$ cat src/rtl/mem_bus_pkg.sv
// mem_bus_pkg: shared memory-bus widths and request record
package mem_bus_pkg;
  localparam int DEF_ADDR_W = 32;
  localparam int DEF_DATA_W = 32;
  typedef struct packed {
    logic                  wr;
    logic [DEF_ADDR_W-1:0] addr;
    logic [DEF_DATA_W-1:0] data;
  } mem_req_t;
endpackage

$ cat src/rtl/sync_fifo.sv
// sync_fifo: synchronous FIFO with registered storage, no fall-through, push+pop honoured when full
module sync_fifo #(
  parameter int WIDTH = 32,
  parameter int DEPTH = 4
) (
  input  logic                       clk,
  input  logic                       rst,
  input  logic                       push,
  input  logic [WIDTH-1:0]           din,
  input  logic                       pop,
  output logic [WIDTH-1:0]           dout,
  output logic                       full,
  output logic                       empty,
  output logic [$clog2(DEPTH+1)-1:0] count
);
  localparam int AW = $clog2(DEPTH);
  localparam int CW = $clog2(DEPTH+1);
  logic [WIDTH-1:0] mem_q [DEPTH];
  logic [AW-1:0] wptr_q, rptr_q;
  logic [CW-1:0] cnt_q, cnt_d;
  logic do_push, do_pop;
  assign do_pop  = pop && !empty;
  assign do_push = push && (!full || do_pop);
  assign cnt_d   = do_push && !do_pop ? cnt_q + 1'b1 : do_pop && !do_push ? cnt_q - 1'b1 : cnt_q;
  always_ff @(posedge clk) begin
    if (rst) begin
      wptr_q <= '0;
      rptr_q <= '0;
      cnt_q  <= '0;
    end else begin
      wptr_q <= do_push ? wptr_q + 1'b1 : wptr_q;
      rptr_q <= do_pop ? rptr_q + 1'b1 : rptr_q;
      cnt_q  <= cnt_d;
    end
  end
  always_ff @(posedge clk) begin
    if (do_push) mem_q[wptr_q] <= din;
  end
  assign dout  = mem_q[rptr_q];
  assign full  = cnt_q == CW'(DEPTH);
  assign empty = cnt_q == '0;
  assign count = cnt_q;
endmodule

$ cat src/rtl/mem_req_bridge.sv
// mem_req_bridge: valid/ready request stream to registered memory port, with credit-limited read response FIFO
module mem_req_bridge
  import mem_bus_pkg::*;
#(
  parameter int ADDR_W    = DEF_ADDR_W,
  parameter int DATA_W    = DEF_DATA_W,
  parameter int RD_LAT    = 1,
  parameter int RSP_DEPTH = 4
) (
  input  logic              clk,
  input  logic              rst,
  input  logic              req_valid,
  output logic              req_ready,
  input  logic              req_wr,
  input  logic [ADDR_W-1:0] req_addr,
  input  logic [DATA_W-1:0] req_wdata,
  output logic              rsp_valid,
  input  logic              rsp_ready,
  output logic [DATA_W-1:0] rsp_rdata,
  output logic [ADDR_W-1:0] addr,
  output logic [DATA_W-1:0] wrdata,
  output logic              wr,
  input  logic [DATA_W-1:0] rddata
);
  localparam int CW = $clog2(RSP_DEPTH+1);
  logic [ADDR_W-1:0] addr_q, addr_d;
  logic [DATA_W-1:0] wrdata_q, wrdata_d;
  logic wr_q, wr_d;
  logic [RD_LAT:0] tag_q, tag_d;
  logic [CW-1:0] cnt_q, cnt_d;
  logic acc, rd_acc, pop, empty, unused_full;
  logic [CW-1:0] unused_count;
  assign req_ready = !rst && cnt_q < CW'(RSP_DEPTH);
  assign acc       = req_valid && req_ready;
  assign rd_acc    = acc && !req_wr;
  assign pop       = rsp_valid && rsp_ready;
  assign rsp_valid = !empty;
  always_comb begin
    addr_d   = acc ? req_addr : addr_q;
    wrdata_d = acc && req_wr ? req_wdata : wrdata_q;
    wr_d     = acc && req_wr;
    tag_d    = {tag_q[RD_LAT-1:0], rd_acc};
    cnt_d    = rd_acc && !pop ? cnt_q + 1'b1 : pop && !rd_acc ? cnt_q - 1'b1 : cnt_q;
  end
  always_ff @(posedge clk) begin
    if (rst) begin
      addr_q   <= '0;
      wrdata_q <= '0;
      wr_q     <= 1'b0;
      tag_q    <= '0;
      cnt_q    <= '0;
    end else begin
      addr_q   <= addr_d;
      wrdata_q <= wrdata_d;
      wr_q     <= wr_d;
      tag_q    <= tag_d;
      cnt_q    <= cnt_d;
    end
  end
  assign addr   = addr_q;
  assign wrdata = wrdata_q;
  assign wr     = wr_q;
  sync_fifo #(.WIDTH(DATA_W), .DEPTH(RSP_DEPTH)) u_fifo (
    .clk   (clk),
    .rst   (rst),
    .push  (tag_q[RD_LAT]),
    .din   (rddata),
    .pop   (pop),
    .dout  (rsp_rdata),
    .full  (unused_full),
    .empty (empty),
    .count (unused_count)
  );
endmodule

$ cat config.mk
export PLATFORM = sky130hd
export DESIGN_NAME = mem_req_bridge
export DESIGN_NICKNAME = d
export VERILOG_FILES = /design/src/rtl/mem_bus_pkg.sv /design/src/rtl/sync_fifo.sv /design/src/rtl/mem_req_bridge.sv
export SDC_FILE = /design/constraint.sdc
export NUM_CORES = 1
export LEC_CHECK = 0
export ABC_AREA = 1
export BUFFER_PORTS_ARGS = -buffer_cell sky130_fd_sc_hd__buf_2
export CAP_MARGIN = 20
export CORE_ASPECT_RATIO = 1.25
export CORE_MARGIN = 10
export CORE_UTILIZATION = 50
export CTS_CLUSTER_SIZE = 25
export DETAILED_ROUTE_END_ITERATION = 7
export PLACE_DENSITY = 0.76
export REMOVE_ABC_BUFFERS = 1
export SYNTH_ARGS = -nofsm -noshare
export SYNTH_HDL_FRONTEND = slang
export SYNTH_SLANG_ARGS = --single-unit
$ cat constraint.sdc
create_clock -name clk -period 5.13 [get_ports clk]
set_input_delay 0.7695 -clock clk [delete_from_list [all_inputs] [get_ports clk]]
set_output_delay 0.7695 -clock clk [all_outputs]
set_load 0.02 [all_outputs]
==> summary.md <==
| Metric | Value |
|---|---|
| Post-CTS setup repair buffer count | 0 |
| Iteration-0 DRC Markers | 342 |
| Upper clock frequency limit | 0.300 GHz |
| Crit-path slowest cell | inv_2 |
| Number of distinct standard cells referenced by the synthesized netlist | 19 |
| Post-layout net count | 1,049 |
| Share of the clock period used by the worst path | 0.650 |
| CP top delay family | buffers and inverters |
| CP Launch Type | flop |
| Antenna violation net count after detailed routing | 0 |
| First-pass GRT wire length | 30.3 mm |
| Shortest period the worst path allows | 3.34 ns |
| Design Area, Final | 9680 um2 |
| Register-to-register setup slack | 2.81 ns |
| Mean instance size in the synthesized netlist | 10.4 um2 |
| Share of synthesized area occupied by flip-flops and latches | 0.687 |
| Chip Height | 161 um |
| Critical path class | flop to output port |
| Delay of the slowest cell on the worst path | 0.81 ns |
| Weighted congestion at the end of routability-driven global placement | 0.786 |
| Critical path data arrival time | 2.57 ns |
| HP Class | flop to flop |
| Gr ovfl total | 0 |
| Run status | complete, no violations |
| Worst setup slack after layout | 1.79 ns |
| Latest clock arrival within the worst-skew pair | 0.48 ns |
| Core area | 15,600 um2 |
| Static Leak | 0.00423 uW |
| Vias | 5,861 |
| Final count of pins violating max slew | 0 |
| Synth-to-layout area growth | 22.6% |
| # clock sinks | 207 |
| Post-DP Area | 9020 um2 |
| Total power per unit cell area | 458 nW/um2 |
| Slew at the pin closest to its max-slew limit | 1.03 ns |
| Power after layout | 4440 uW |
| Maximum number of buffers from clock root to sink | 3 |
| Initial cell density of the core | 0.507 |
| Port buffer count | 199 |
| Total Die Area | 21,300 um2 |
| Cell area after synthesis | 7900 um2 |
| Fraction of final layout cells with drive strength greater than 1 | 0.251 |
| Slew margin rel. | 0.313 |
| Post-synthesis cell count | 757 |
| Number of CTS-inserted buffers | 20 |
| Maximum ir drop on the vdd rail | 0.000256 V |
| Hold-fix buffer count after cts | 0 |
| Number of primary I/O pins | 200 |
| Unrepaired setup endpoints after global routing | no |
| Half-perimeter wire length after detailed placement | 12.4 mm |
| Initial antenna violation count | 1 |
| Mean number of vias per cell | 5.03 |
| Pin count of the biggest net entering global routing | 66 |
| Drt pass-1 iters | 5 |
| Hold Violations, Final | 0 |
| Final-report setup violation count | 0 |
| Via count of the first global-routing pass | 5,981 |
| End-of-flow core utilization | 0.622 |
| FP Rows | 51 |
| Drt total wl | 18.8 mm |
| Count of warnings emitted by yosys | 0 |
| Accumulated negative setup slack | 0 ns |
| Buffers and inverters on the worst path | 3 |
| Critical path data required time | 4.36 ns |
| Flops & latches, synth | 207 |
| CTS root buf | clkbuf_16 |
| Pre-CTS setup slack | 2.23 ns |
| Element type at the critical path end | output port |
| Final routed wire length divided by cell count | 16.1 um |
| Global-route usage over all layers | 0.170 |
| Clock-pin slew on the worst setup and hold paths | 0.06 ns |
| Worst Path Max Fanout | 65 |
| H-tree levels | 1 |
| Remaining DRCs | 0 |
| Largest clock skew in the final design | 0.00549 ns |
| Max Cap Violations | 0 |
| Die X-Extent | 132 um |
| Series of cell instances along the critical path | buf_4, inv_2, o21ai_0, o22ai_1, buf_2 |
| CTS tree | yes |
| CTS-repair resized insts | 0 |
stage by stage:
| step | std cells | hold slack [ns] |
|---|---|---|
| after floorplan | 713 | 0.388 |
| after global placement | 1129 | 0.399 |
| after detailed placement | 1129 | 0.399 |
| after CTS | 1164 | 0.410 |
| after global routing | 1165 | 0.452 |
| final | 1166 | 0.406 |
routing by layer:
layer,vias to the layer above,global-route usage,routed length (um)
met5,-,0,0
met4,0,0.0421,148
met3,17,0.0893,2450
met2,230,0.281,8870
met1,2698,0.190,7290
li1,2916,-,-
cell type report:
type | count | area [um2]
inverters | 55 | 206
diodes | 1 | 2.50
repair buffers | 205 | 1050
well taps | 212 | 265
flip-flops and latches | 207 | 5430
clock buffers | 26 | 544
clock inverters | 9 | 91.3
fillers | 1255 | 5890
multi-input cells | 451 | 2090
layout by cell type, fill, tap and decap left out:
| cell type | n |
|---|---|
| a21oi_1 | 7 |
| buf_12 | 1 |
| buf_2 | 199 |
| buf_4 | 5 |
| bufinv_16 | 2 |
| clkbuf_1 | 5 |
| clkbuf_16 | 21 |
| clkinv_1 | 5 |
| clkinv_2 | 1 |
| clkinvlp_4 | 1 |
| dfxtp_1 | 78 |
| dfxtp_2 | 1 |
| diode_2 | 1 |
| edfxtp_1 | 128 |
| fa_1 | 2 |
| ha_1 | 6 |
| inv_1 | 53 |
| inv_2 | 2 |
| nand2_1 | 117 |
| nand3_1 | 70 |
| nand3_2 | 1 |
| nor2_1 | 143 |
| nor2_4 | 4 |
| nor2_8 | 1 |
| o21ai_0 | 65 |
| o21ai_1 | 3 |
| o22ai_1 | 32 |
kinds of logic (layout without fill, tap and decap cells):
group           count (synthesis)  in the layout  synth area share
simple gates                  336            336             0.174
flops                         207            207             0.687
compound gates                107            107            0.0729
buf+inv                        99            295            0.0523
fa+ha+maj                       8              8            0.0146
other cells                     0              1                 0
worst paths after layout:
| kind | cells after the start | end | from |
|---|---|---|---|
| worst max-delay path | 5 | rsp_rdata[9] | flop |
| worst max register to register | 12 | cnt_q[2]$_SDFFE_PP0P_ | cnt_q[2]$_SDFFE_PP0P_ |
| worst min-delay path | 2 | tag_q[1]$_SDFF_PP0_ | tag_q[0]$_SDFF_PP0_ |
| worst min register to register | 2 | tag_q[1]$_SDFF_PP0_ | tag_q[0]$_SDFF_PP0_ |
synthesized netlist by cell type:
master	count	area, um2
fa_1	2	40.0
buf_6	3	33.8
a21oi_1	7	35.0
nand2_1	117	439
inv_2	2	7.51
o22ai_1	32	200
buf_1	2	7.51
edfxtp_1	128	3840
ha_1	6	75.1
o21ai_0	65	325
nand3_1	70	350
inv_1	53	199
o21ai_1	3	15.0
nand3_2	1	10.0
nor2_1	147	552
buf_2	15	75.1
nor2_8	1	20.0
clkbuf_1	24	90.1
dfxtp_1	79	1580
sequential cells by signal, indices dropped and copies added (netlist names), named ones only:
register,count
wrdata,32
tag_q,2
u_fifo.wptr_q,2
u_fifo.rptr_q,2
u_fifo.count,3
u_fifo.mem_q,128
wr,1
addr,32
cnt_q,3
worst reg2reg max path, cell delays in order, from the launching register on:
cell,delay (ns)
dfxtp_1,0.36
nor2_8,0.40
nand2_1,0.10
buf_4,0.26
nor2_1,0.15
ha_1,0.17
inv_1,0.07
fa_1,0.38
nand2_1,0.08
nand3_1,0.09
nand2_1,0.06
nand2_1,0.04
nor2_1,0.10
where the power goes:
group / switching, uW / leakage, uW / internal (uW)
Sequential: 62.5 / 0.00180 / 1880
Combinational: 744 / 0.00213 / 332
Clock: 575 / 0.000305 / 846
No activity file was read; power rests on OpenSTA's default activity.
